==> config.mk <==
export PLATFORM = sky130hd
export DESIGN_NAME = systolic_top
export DESIGN_NICKNAME = d
export VERILOG_FILES = /design/src/rtl/systolic_pkg.sv /design/src/rtl/systolic_pe.sv /design/src/rtl/systolic_top.sv
export SDC_FILE = /design/constraint.sdc
export NUM_CORES = 1
export LEC_CHECK = 0
export BUFFER_PORTS_ARGS = -buffer_cell sky130_fd_sc_hd__buf_4
export CORE_MARGIN = 2
export CORE_UTILIZATION = 35
export CTS_CLUSTER_SIZE = 14
export DETAILED_ROUTE_END_ITERATION = 6
export SYNTH_ARGS = -nofsm -noshare
export SYNTH_HDL_FRONTEND = slang
export SYNTH_SLANG_ARGS = --single-unit
==> constraint.sdc <==
create_clock -name clk_i -period 4.4 [get_ports clk_i]
set_input_delay 0.44 -clock clk_i [delete_from_list [all_inputs] [get_ports clk_i]]
set_output_delay 0.44 -clock clk_i [all_outputs]
set_load 0.1 [all_outputs]
==> src/rtl/systolic_pkg.sv <==
// Shared types and sizing helpers for the systolic matrix-multiply engine.
package systolic_pkg;

   typedef enum logic [1:0] {
      LOAD    = 2'd0,
      COMPUTE = 2'd1,
      DRAIN   = 2'd2
   } state_e;

   function automatic int cnt_w(input int n);
      return (n > 1) ? $clog2(n) : 1;
   endfunction

endpackage

==> src/rtl/systolic_pe.sv <==
// One multiply-accumulate cell: registers a/b (with valid tags) onward and
// accumulates a*b once for each cycle both incoming operands are valid.
module systolic_pe
   import systolic_pkg::*;
#(
   parameter int width_p = 8
) (
   input  logic               clk_sys,
   input  logic               rst_b,
   input  logic               en,
   input  logic               clr,
   input  logic [width_p-1:0] a_in,
   input  logic               a_vin,
   input  logic [width_p-1:0] b_in,
   input  logic               b_vin,
   output logic [width_p-1:0] a_out,
   output logic               a_vout,
   output logic [width_p-1:0] b_out,
   output logic               b_vout,
   output logic [width_p-1:0] acc
);

   always_ff @(posedge clk_sys or negedge rst_b) begin
      if (!rst_b) begin
         a_out  <= '0;
         a_vout <= 1'b0;
         b_out  <= '0;
         b_vout <= 1'b0;
         acc    <= '0;
      end else if (clr) begin
         a_out  <= '0;
         a_vout <= 1'b0;
         b_out  <= '0;
         b_vout <= 1'b0;
         acc    <= '0;
      end else if (en) begin
         a_out  <= a_in;
         a_vout <= a_vin;
         b_out  <= b_in;
         b_vout <= b_vin;
         // modulo 2^width_p: product and sum truncate to the accumulator width
         if (a_vin && b_vin) acc <= acc + a_in * b_in;
      end
   end

endmodule

==> src/rtl/systolic_top.sv <==
// Streaming H x W systolic outer-product engine: loads H row and W column
// operands, skews them through the PE grid, then drains results column-major.
//
//   state   | meaning
//   --------+---------------------------------------------------------------
//   LOAD    | accept operand words (one per two cycles), rows first
//   COMPUTE | H+W-1 cycles of skewed propagation, each PE accumulates once
//   DRAIN   | present acc[r][c] for k = c*H + r, advance on yumi_i
module systolic_top
   import systolic_pkg::*;
#(
   parameter int width_p        = 8,
   parameter int array_width_p  = 2,
   parameter int array_height_p = 2
) (
   input  logic               clk_i,
   input  logic               reset_i,
   input  logic               en_i,
   input  logic               flush_i,
   input  logic               valid_i,
   output logic               ready_o,
   input  logic [width_p-1:0] data_i,
   output logic               valid_o,
   input  logic               yumi_i,
   output logic [width_p-1:0] data_o
);

   localparam int H   = array_height_p;
   localparam int W   = array_width_p;
   localparam int LW  = cnt_w(H + W);
   localparam int RW  = cnt_w(H);
   localparam int CLW = cnt_w(W);

   localparam logic [LW-1:0]  LOAD_LAST = LW'(H + W - 1);
   localparam logic [LW-1:0]  COMP_INIT = LW'(H + W - 2);
   localparam logic [RW-1:0]  R_LAST    = RW'(H - 1);
   localparam logic [CLW-1:0] C_LAST    = CLW'(W - 1);

   state_e             state_q, state_d;
   logic               gap_q;
   logic [LW-1:0]      load_cnt_q;
   logic [LW-1:0]      comp_cnt_q;
   logic [RW-1:0]      dr_r_q;
   logic [CLW-1:0]     dr_c_q;
   logic [width_p-1:0] a_op_q [H];
   logic [width_p-1:0] b_op_q [W];

   logic accept, load_last, comp_last, take, drain_last, inject;

   logic [width_p-1:0] a_h  [H][W+1];
   logic               va_h [H][W+1];
   logic [width_p-1:0] b_v  [H+1][W];
   logic               vb_v [H+1][W];
   logic [width_p-1:0] acc_g [H][W];

   assign ready_o    = reset_i & en_i & (state_q == LOAD) & ~gap_q;
   assign valid_o    = reset_i & en_i & (state_q == DRAIN);
   assign accept     = ready_o & valid_i & ~flush_i;
   assign load_last  = accept & (load_cnt_q == LOAD_LAST);
   assign comp_last  = en_i & (state_q == COMPUTE) & (comp_cnt_q == '0);
   assign take       = valid_o & yumi_i & ~flush_i;
   assign drain_last = take & (dr_r_q == R_LAST) & (dr_c_q == C_LAST);
   assign inject     = (state_q == COMPUTE) & (comp_cnt_q == COMP_INIT);

   always_comb begin
      state_d = state_q;
      unique case (state_q)
         LOAD:    if (load_last)  state_d = COMPUTE;
         COMPUTE: if (comp_last)  state_d = DRAIN;
         DRAIN:   if (drain_last) state_d = LOAD;
         default: state_d = LOAD;
      endcase
   end

   always_ff @(posedge clk_i or negedge reset_i) begin
      if (!reset_i)     state_q <= LOAD;
      else if (flush_i) state_q <= LOAD;
      else              state_q <= state_d;
   end

   always_ff @(posedge clk_i or negedge reset_i) begin
      if (!reset_i) begin
         gap_q      <= 1'b0;
         load_cnt_q <= '0;
         comp_cnt_q <= '0;
         dr_r_q     <= '0;
         dr_c_q     <= '0;
         for (int i = 0; i < H; i++) a_op_q[i] <= '0;
         for (int i = 0; i < W; i++) b_op_q[i] <= '0;
      end else if (flush_i) begin
         gap_q      <= 1'b0;
         load_cnt_q <= '0;
         comp_cnt_q <= '0;
         dr_r_q     <= '0;
         dr_c_q     <= '0;
         for (int i = 0; i < H; i++) a_op_q[i] <= '0;
         for (int i = 0; i < W; i++) b_op_q[i] <= '0;
      end else if (en_i) begin
         gap_q <= accept;
         if (accept) begin
            load_cnt_q <= load_last ? '0 : load_cnt_q + LW'(1);
            for (int i = 0; i < H; i++)
               if (load_cnt_q == LW'(i)) a_op_q[i] <= data_i;
            for (int i = 0; i < W; i++)
               if (load_cnt_q == LW'(H + i)) b_op_q[i] <= data_i;
         end
         // compute timer counts down to a terminal zero
         if (load_last)
            comp_cnt_q <= COMP_INIT;
         else if ((state_q == COMPUTE) && (comp_cnt_q != '0))
            comp_cnt_q <= comp_cnt_q - LW'(1);
         if (take) begin
            if (dr_r_q == R_LAST) begin
               dr_r_q <= '0;
               dr_c_q <= (dr_c_q == C_LAST) ? '0 : dr_c_q + CLW'(1);
            end else begin
               dr_r_q <= dr_r_q + RW'(1);
            end
         end
      end
   end

   for (genvar r = 0; r < H; r++) begin : g_row
      logic [width_p-1:0] a_inj;
      assign a_inj = inject ? a_op_q[r] : '0;
      if (r == 0) begin : g_direct
         assign va_h[r][0] = inject;
         assign a_h[r][0]  = a_inj;
      end else begin : g_skew
         logic [width_p:0] sk_q [r];
         always_ff @(posedge clk_i or negedge reset_i) begin
            if (!reset_i) begin
               for (int i = 0; i < r; i++) sk_q[i] <= '0;
            end else if (flush_i) begin
               for (int i = 0; i < r; i++) sk_q[i] <= '0;
            end else if (en_i) begin
               sk_q[0] <= {inject, a_inj};
               for (int i = 1; i < r; i++) sk_q[i] <= sk_q[i-1];
            end
         end
         assign {va_h[r][0], a_h[r][0]} = sk_q[r-1];
      end
   end

   for (genvar c = 0; c < W; c++) begin : g_col
      logic [width_p-1:0] b_inj;
      assign b_inj = inject ? b_op_q[c] : '0;
      if (c == 0) begin : g_direct
         assign vb_v[0][c] = inject;
         assign b_v[0][c]  = b_inj;
      end else begin : g_skew
         logic [width_p:0] sk_q [c];
         always_ff @(posedge clk_i or negedge reset_i) begin
            if (!reset_i) begin
               for (int i = 0; i < c; i++) sk_q[i] <= '0;
            end else if (flush_i) begin
               for (int i = 0; i < c; i++) sk_q[i] <= '0;
            end else if (en_i) begin
               sk_q[0] <= {inject, b_inj};
               for (int i = 1; i < c; i++) sk_q[i] <= sk_q[i-1];
            end
         end
         assign {vb_v[0][c], b_v[0][c]} = sk_q[c-1];
      end
   end

   for (genvar r = 0; r < H; r++) begin : g_pe_r
      for (genvar c = 0; c < W; c++) begin : g_pe_c
         systolic_pe #(.width_p(width_p)) u_pe (
            .clk_sys (clk_i),
            .rst_b   (reset_i),
            .en      (en_i),
            .clr     (flush_i),
            .a_in    (a_h[r][c]),
            .a_vin   (va_h[r][c]),
            .b_in    (b_v[r][c]),
            .b_vin   (vb_v[r][c]),
            .a_out   (a_h[r][c+1]),
            .a_vout  (va_h[r][c+1]),
            .b_out   (b_v[r+1][c]),
            .b_vout  (vb_v[r+1][c]),
            .acc     (acc_g[r][c])
         );
      end
   end

   assign data_o = valid_o ? acc_g[dr_r_q][dr_c_q] : '0;

endmodule

# Word level (Yosys, flattened, before mapping)
# Cells that the tools add are included.
# W data, S select, Z words.
[totals] rom_bits=0 latch_bits=0 mem_count=0 reg_bits=126 out_inout_bits=10 mem_bits_rw=0 elab_cells=173
[op_classes] eq_ne=9 mul=4 shifts=0 addsub=8 n_mux=75 n_bitwise=18 div_mod_pow=0 n_lt_le_gt_ge=2 n_reduce_logical=34
[op_table] operator="$mux W8" count=32
[op_table] operator="$mux W16" count=9
[op_table] operator="$mux W9" count=4
[op_table] operator="$add A8 B8 Y8" count=4
[op_table] operator="$mul A8 B8 Y8" count=4
[op_table] operator="$reduce_bool A2 Y1" count=13
[op_table] operator="$mux W2" count=12
[op_table] operator="$reduce_and A3 Y1" count=6
[op_table] operator="$mux W1" count=17
[op_table] operator="$and A1 B1 Y1" count=14
[op_table] operator="$reduce_and A2 Y1" count=7
[op_table] operator="$ne A3 B3 Y1 const B" count=3
[op_table] operator="$eq A2 B2 Y1 const B" count=4
[op_table] operator="$logic_not A2 Y1" count=3
[op_table] operator="$pmux W2 S3" count=1
[op_table] operator="$eq A2 B1 Y1 const B" count=2
[op_table] operator="$ge A2 B2 Y1 const B" count=2
[op_table] operator="$logic_and A1 B1 Y1" count=4
[op_table] operator="$not A1 Y2" count=2
[op_table] operator="$reduce_bool A3 Y1" count=1
[op_table] operator="$add A1 B1 Y1 const B" count=2
[op_table] operator="$add A2 B1 Y2 const B" count=1
[op_table] operator="$not A1 Y1" count=2
[op_table] operator="$sub A2 B1 Y2 const B" count=1

# Logic depth before layout (Yosys ltp)
# Gate-level depths: netlist of the first run.
[depth] depth_word=10 mapped_depth=20 depth_no_buf=18

# Modules after synthesis
# From an unflattened synthesis of the first run, not the netlist that was laid out.
[hier_totals] hier_cells=1180 hier_area_um2=11528.6
[modules_own_cells] mod="systolic_pe at g_pe_r[0].g_pe_c[1].u_pe ..." n_inst=2 cells_each=221 area_per_inst_um2=2122.0
[modules_own_cells] mod="systolic_top" n_inst=1 cells_each=291 area_per_inst_um2=3034.2
[modules_own_cells] mod="systolic_pe at g_pe_r[0].g_pe_c[0].u_pe" n_inst=1 cells_each=221 area_per_inst_um2=2125.8
[modules_own_cells] mod="systolic_pe at g_pe_r[1].g_pe_c[1].u_pe" n_inst=1 cells_each=226 area_per_inst_um2=2124.5

# Worst setup path after synthesis of the first run
# No wires, ideal clock.
[synth_timing] kind="flip-flop to flip-flop" startpoint="reg state_q[0]" endpoint="reg g_pe_r[0].g_pe_c[0].u_pe.acc[7]" period_less_slack_ns=4.409 setup_slack_ns=-0.009 required_time_ns=4.279 arrival_time_ns=4.288 path_stages_with_launch=19 setup_time_ns=0.121 cell_sequence="dfrtp_1 > nor2b_1 > and2_1 > buf_2 > buf_2 > nand3_1 > fa_1 > inv_1 > fa_1 > ha_1 > inv_1 > fa_1 > inv_1 > fa_1 > a21o_1 > a21oi_1 > xnor2_1 > xnor2_1 > a22o_1"
[synth_via] elab_chain_cells=8 word_cells_on_any_way=11 cone_classes="add/sub (1); mul (1); eq/ne (1); mux (5); bitwise (1); reduce/logical (2)"
[synth_lines] element="start: declaration" line_no="systolic_top.sv:39" rtl="state_e state_q, state_d;"
[synth_lines] element="start signal: assignment" line_no="systolic_top.sv:78" rtl="else state_q <= state_d;"
[synth_lines] element="$eq A2 B1 Y1 (*)" line_no="systolic_top.sv:63" rtl="assign inject = (state_q == COMPUTE) & (comp_cnt_q == COMP_INIT);"
[synth_lines] element="$and A1 B1 Y1 (*)" line_no="systolic_top.sv:63"
[synth_lines] element="$mux W8, on equally long branches" line_no="systolic_top.sv:125, systolic_top.sv:147"
[synth_lines] element="$mul A8 B8 Y8" line_no="systolic_pe.sv:42" rtl="if (a_vin && b_vin) acc <= acc + a_in * b_in;"
[synth_lines] element="$add A8 B8 Y8" line_no="systolic_pe.sv:42"
[synth_lines] element="$mux W8" line_no="systolic_pe.sv:42"
[synth_lines] element="$mux W8" line_no="systolic_pe.sv:36" rtl="end else if (en) begin"
[synth_lines] element="$mux W8" line_no="systolic_pe.sv:30" rtl="end else if (clr) begin"
[synth_lines] element="end signal: assignment" line_no="systolic_pe.sv:42"
[synth_lines] element="end: declaration" line_no="systolic_pe.sv:20" rtl="output logic [width_p-1:0] acc"
# Every way passes the cells marked *; elsewhere a longest branch is shown, timed or not. The select of a mux whose other input is x is not followed.
# A chain may end at the register's enable or synchronous reset.

# Worst setup path in the final report of the first run
[layout_timing] startpoint="reg comp_cnt_q[0]" endpoint="reg g_pe_r[0].g_pe_c[0].u_pe.acc[7]"
[layout_via] elab_chain_cells=8 word_cells_on_any_way=11 cone_classes="add/sub (1); mul (1); eq/ne (1); mux (5); bitwise (1); reduce/logical (2)"
[layout_lines] element="start: declaration" line_no="systolic_top.sv:42" rtl="logic [LW-1:0] comp_cnt_q;"
[layout_lines] element="start signal: assignment" line_no="systolic_top.sv:111" rtl="comp_cnt_q <= comp_cnt_q - LW'(1);"
[layout_lines] element="$eq A2 B2 Y1 (*)" line_no="systolic_top.sv:63"
[layout_lines] element="$and A1 B1 Y1 (*)" line_no="systolic_top.sv:63"
[layout_lines] element="$mux W8, on equally long branches" line_no="systolic_top.sv:125, systolic_top.sv:147"
[layout_lines] element="$mul A8 B8 Y8" line_no="systolic_pe.sv:42"
[layout_lines] element="$add A8 B8 Y8" line_no="systolic_pe.sv:42"
[layout_lines] element="$mux W8" line_no="systolic_pe.sv:42"
[layout_lines] element="$mux W8" line_no="systolic_pe.sv:36"
[layout_lines] element="$mux W8" line_no="systolic_pe.sv:30"
# Marked as above.

==> results of run 1 <==
## power groups by stage
stage	combinational [W]	clock, W	sequential, W
after floorplan	0.0000447	0	0.00116
after global placement	0.0000937	0	0.00116
after detailed placement	0.0000945	0	0.00116
after CTS	0.0000948	0.00168	0.00114
after global routing	0.000103	0.00174	0.00114
final	0.0000928	0.00166	0.00114
## layout by cell type (no fill, tap or decap), types with 3 or more instances in the layout
cell type,synthesis,final
nand2_1,158,158
inv_1,146,146
dfrtp_1,123,123
ha_1,74,74
fa_1,72,70
xnor2_1,60,60
a21oi_1,55,54
a22o_1,49,49
nand3_1,45,45
and2_1,41,40
buf_4,7,37
nor2_1,24,23
clkbuf_16,0,17
mux2i_1,16,16
xor2_1,15,15
and3_1,10,10
a21o_1,9,9
o21ai_0,8,8
mux4_2,7,7
bufinv_16,0,7
clkbuf_1,17,3
## worst max-delay path by stage
stage | cells after the start | endpoint | start
floorplan | 18 | g_pe_r[0].g_pe_c[0].u_pe.acc[7] | state_q[0]
global placement | 17 | g_pe_r[0].g_pe_c[0].u_pe.acc[7] | comp_cnt_q[0]
detailed placement | 17 | g_pe_r[0].g_pe_c[0].u_pe.acc[7] | comp_cnt_q[0]
CTS | 17 | g_pe_r[0].g_pe_c[0].u_pe.acc[7] | comp_cnt_q[0]
global route | 18 | g_pe_r[0].g_pe_c[0].u_pe.acc[7] | comp_cnt_q[0]
finish | 17 | g_pe_r[0].g_pe_c[0].u_pe.acc[7] | comp_cnt_q[0]
## worst max-delay path, stage by stage (launching register included)
cell,delay [ps]
dfrtp_1,380
inv_1,80
ha_1,140
and2_4,190
buf_6,130
nand3_1,100
fa_1,490
fa_1,510
inv_1,50
fa_1,480
inv_1,60
fa_1,520
inv_1,40
ha_1,310
a21oi_2,140
xnor2_1,140
xnor2_1,90
a22o_1,180
## Yosys cell counts, drive strengths merged (8+ instances only)
master	n	area, um^2
and3	10	62.6
a21o	9	67.6
mux4	8	184
xor2	15	131
inv	146	548
buf	30	170
mux2i	16	160
fa	72	1440
o21ai	8	40.0
nand3	45	225
xnor2	60	526
ha	74	926
nand2	159	599
dfrtp	123	3080
and2	41	257
nor2	24	90.1
a22o	49	429
clkbuf	19	73.8
a21oi	55	275
## per-stage QoR
stage                     utilization  power, W
after floorplan                     -   0.00120
after global placement          0.377   0.00126
after detailed placement        0.377   0.00126
after CTS                       0.403   0.00292
after global routing            0.404   0.00298
final                           0.404   0.00289
## flip-flops by register name, summed over array words and instances, names as in the netlist, 8 cells and up
signal                    cells
a_op_q                       16
g_col.g_skew.sk_q             8
g_pe_r.g_pe_c.u_pe.a_out     16
b_op_q                       16
g_row.g_skew.sk_q             9
g_pe_r.g_pe_c.u_pe.b_out     16
g_pe_r.g_pe_c.u_pe.acc       32
## logic make-up after synthesis
family,after synthesis
AO/OA/AOI/OAI,122
XOR/XNOR,75
adder cells (fa/ha/maj),146
buffers and inverters,195
flip-flops,123
multiplexers,24
AND/OR/NAND/NOR,291
## layer usage
layer  up-vias  track usage  share of wire
met5         -            0              0
met4         0       0.0510          0.018
met3        21       0.0270          0.042
met2       137        0.270           0.47
met1      3269        0.232           0.47
li1       3144            -              -
## final cells by class
class	count	area (um^2)
clock buffers	21	450
fillers	2531	15600
repair buffers	39	300
multi-input cells	658	5540
well taps	335	419
flip-flops and latches	123	3080
clock inverters	11	240
inverters	146	548
==> results.cfg, run 1 <==
[run_status]
status = completed

[synthesis]
syn_area_um2 = 9390
synthCells = 976
synth_top_family_by_area = adder cells
syn_avg_cell_area_um2 = 9.63
synth_compound_area_frac = 0.0878
synth_edf_count = 0
syn_nets = 1136
ys_seq_elements = 123
ys_types = 34
synth-seq-area-share = 0.328
synthAdderAreaFrac = 0.252
yosysWarnings = 0
synth_xor_area_frac = 0.0699
synthSimpleGateAreaFrac = 0.142
synthArstFlopShare = 1.00
synth.area.mux_share = 0.0366
ys.flop_type = dfrtp_1

[cts]
postCtsHoldBufs = 0
clk_pin_slew_ps = 60
cts_buffers = 17
cts_tree = built
clk_path_buf_depth = 2
htreeDepth = 4
cts.repair.resized = 0
root_buffer = clkbuf_16
post_cts_buffers = 0
clk_latency_ps = 420
cts_sinks = 123

[sta]
drv_slew = 0
maxSlewHeadroom = 0.154
hold_violations = 0
min_period_ps = 4150
worst_slack_ps = 251
setup_violations = 0
whs_ps = 197
rsz0062_at_grt = no
fmax_mhz = 241
worstMarginPinSlew_ps = 1270
fin_skew_ps = 7.54
setup-tns-final_ps = 0
fin_crit_sh = 0.943

[setup_path]
r2r_cells = 17
worstPathRequired_ps = 4710
r2r-start = comp_cnt_q[0]
startpoint_type = flop
r2r_end = g_pe_r[0].g_pe_c[0].u_pe.acc[7]
path_max_fanout = 8
end_kind = flop
worstSetupPathType = reg -> reg
r2r_slack_ps = 250
arrival_ps = 4460

[power_and_ir_drop]
p_sw_w = 0.000604
switching_share = 0.209
p_seq_frac = 0.395
p_comb_frac = 0.032
ir_drop_uv = 269
p_leak_nw = 5.20
p_int_w = 0.00229
powerDensity_nw_per_um2 = 274
p_clk_frac = 0.573

[cells_and_area]
n_antenna_cell = 0
nNetsFinal = 1145
fin_area_um2 = 10600
final_layout_size_suffix_gt1_frac = 0.0842
instances_no_fill = 1333
area_delta_synth_final_pct = 12.6

[place]
place_congestion = 0.809
hpwl_um = 16400
port_buffers = 23
placed_cell_area_um2 = 9870
placedCellCount = 1301
pre_cts_slack_ps = 25.1

[route]
num_vias = 6571
firstDrtPassIters = 4
wl_um = 21700
antenna_left = 0
drt-initial-drc-count = 378
avgRoutedWirePerCell_um = 16.3
via_per_inst = 4.93
drc = 0

[floorplanning]
dieHeight_um = 168
die_w_um = 168
rows = 59
die-area_um2 = 28200
core_um2 = 26200
start_util = 0.358
ios = 24

[global_routing]
track_usage = 0.167
antenna_found_initial = 0
grt_first_pass_wirelength_um = 36700
grt_max_degree = 72
grt_pass1_vias = 6895
gr-total-overflow = 0

[flow_run]
drv_cap = 0

[worst_hold_path]
hp-class = in -> async
Note: power is estimated with default switching activity, not from simulation.
==> inputs of run 2 (changes only) <==
CORE_UTILIZATION = 51   (was 35)
PLACE_DENSITY = 0.7   (was not set)
RECOVER_POWER = 100   (was not set)
==> run 2 against run 1 <==
  * The run now ends with capacitance limit, slew limit left
  * Critical endpoint unchanged
  * Final cell count down 8.3%
  * Count of clock-buffer cells in the layout shrank 2
  * Combinational power shrank 3.3%
  * Maximum frequency fell by 0.37%
  * Utilization rose by 17 points
  * Worst setup slack got worse by 15 ps
  * Hold slack gained 100 ps
  * Global-route usage rose by 6.8 points
  * Critical path depth increased by 1
  * Non-clock buffer count shrank 5
  * Largest power group unchanged
  * Sequential power about the same
  * First-iteration DRC count increased by 19%
==> results.cfg, run 2 (same netlist as run 1, synthesis figures left out) <==
[cts]
htreeDepth = 4
cts_sinks = 123
clk_path_buf_depth = 2
post_cts_buffers = 0
clk_pin_slew_ps = 60
cts_tree = built
clk_latency_ps = 420
cts_buffers = 17
root_buffer = clkbuf_16

[setup_path]
slowest_stage = fa_1
worstSetupPathType = reg -> reg
crit_top_cell = ha_1
crit_family = adder cells
worstPathRequired_ps = 4710
critPathMaxStageDelay_ps = 540
path_max_fanout = 8
r2r_cells = 18
r2r_end = g_pe_r[0].g_pe_c[0].u_pe.acc[7]
arrival_ps = 4470
r2r_slack_ps = 240
end_kind = flop
cp_cell_sequence = inv_1, ha_1, and2_4, buf_4, and3_1, fa_1, ha_1, ha_1, inv_1, fa_1, inv_1, ha_1, fa_2, a21o_1, a21oi_2, xnor2_1, xnor2_1, a22o_1
worstPathBufferInverterCount = 4
r2r-start = comp_cnt_q[0]
startpoint_type = flop

[cells_and_area]
final_common_cell = nand2_1
regMostFlops = g_pe_r.g_pe_c.u_pe.acc
layout_common_cells = nand2_1 (158), inv_1 (146), dfrtp_1 (123), ha_1 (72), fa_1 (71)
n_antenna_cell = 0
fill_cells = 1608
largest_register_ffs = 32
nNetsFinal = 1140
fin_util = 0.574
fin_area_um2 = 10300
multiInputGateArea_um2 = 5550
seq_area_um2 = 3080
final_layout_size_suffix_gt1_frac = 0.0755
instances_no_fill = 1222
area_delta_synth_final_pct = 10.1

[place]
place_congestion = 0.831
placed_cell_area_um2 = 9710
pre_cts_slack_ps = -14.7
port_buffers = 23
hpwl_um = 15700
placedCellCount = 1190

[floorplanning]
die-area_um2 = 19500
dieHeight_um = 140
rows = 49
core_um2 = 18000
start_util = 0.521
ios = 24
die_w_um = 140

[sta]
fin_crit_sh = 0.946
fmax_mhz = 240
rsz0062_at_grt = no
setup_violations = 0
fin_skew_ps = 5.48
worstMarginPinSlew_ps = 3260
hold_violations = 0
drv_slew = 155
worst_slack_ps = 235
min_period_ps = 4160
maxSlewHeadroom = -1.17

[run_status]
status = finished, violations left
violations = capacitance limit, slew limit

[worst_hold_path]
hold_path_end = b_op_q[4]
hold-path-cell-count = 3
hp-class = in -> reg
holdCritStartpoint = data_i[4]

[route]
drc = 0
antenna_left = 0
drt-initial-drc-count = 451
firstDrtPassIters = 5
num_vias = 6621
via_per_inst = 5.42
avgRoutedWirePerCell_um = 17.4
wl_um = 21300

[global_routing]
grt_pass1_vias = 6791
gr-total-overflow = 0
grtUsageMet1 = 0.334
busiest_layer = met2
grt_first_pass_wirelength_um = 36000
antenna_found_initial = 0
grt_util_met3 = 0.0341
grt_max_degree = 72
track_usage = 0.235
use_met2 = 0.367

[power_and_ir_drop]
power_w = 0.00278
ir_drop_uv = 282
p_leak_nw = 5.11
powerDensity_nw_per_um2 = 268

[flow_run]
drv_cap = 3
[run 2: cell types whose count changed in the layout (fill, tap and decap cells not counted), moves of 3 or more]
| cell | previous run | this run |
|---|---|---|
| buf_4 | 37 | 18 |
| clkbuf_1 | 3 | 7 |
| clkbuf_2 | 0 | 9 |
| clkinvlp_4 | 1 | 4 |
[run 2: layout make-up]
type / instances / area share
sequential: 123 / 0.298
multi-input combinational: 658 / 0.537
clock buffer: 19 / 0.0419
inverter: 146 / 0.0530
tap: 229 / 0.0277
clock inverter: 13 / 0.0208
timing repair buffer: 34 / 0.0219
[run 2: worst min-delay path, stage by stage]
cell and delay [ps]:
buf_4 140, nand2_1 50, a21oi_1 50
[run 2: worst max-delay path by stage]
stage | from | to | slack [ps] | depth (start not counted)
2_1_floorplan | state_q[0] | g_pe_r[0].g_pe_c[0].u_pe.acc[7] | 30 | 18
6_report | comp_cnt_q[0] | g_pe_r[0].g_pe_c[0].u_pe.acc[7] | 240 | 18
4_1_cts | comp_cnt_q[0] | g_pe_r[0].g_pe_c[0].u_pe.acc[7] | 70 | 17
3_3_place_gp | comp_cnt_q[0] | g_pe_r[0].g_pe_c[0].u_pe.acc[7] | 100 | 17
5_1_grt | comp_cnt_q[0] | g_pe_r[0].g_pe_c[0].u_pe.acc[7] | 5 | 17
3_5_place_dp | comp_cnt_q[0] | g_pe_r[0].g_pe_c[0].u_pe.acc[7] | -10 | 17
[run 2: what timing repair did]
item	4_1_cts	5_1_grt
gates resized for setup	1	5
setup endpoints to repair	1	1
pin swaps	0	1
hold buffers	0	0
[run 2: metrics by stage]
step                hold WS [ps]  TNS (ps)
global placement             472         0
floorplan                    144         0
CTS                          193         0
finish                       297         0
global route                 300         0
detailed placement           477     -14.7
[run 2: power breakdown]
group          leakage [nW]  internal (W)  switching (W)
logic                  3.09     0.0000177      0.0000720
clock network         0.300       0.00101       0.000534
registers              1.72       0.00114     0.00000697
total                  5.11       0.00216       0.000613
[run 2: per-layer routing]
metal  vias up  part of all wire
met3        47             0.041
li1       3133                 -
met1      3285              0.45
met5         -                 0
met2       156              0.47
met4         0             0.037
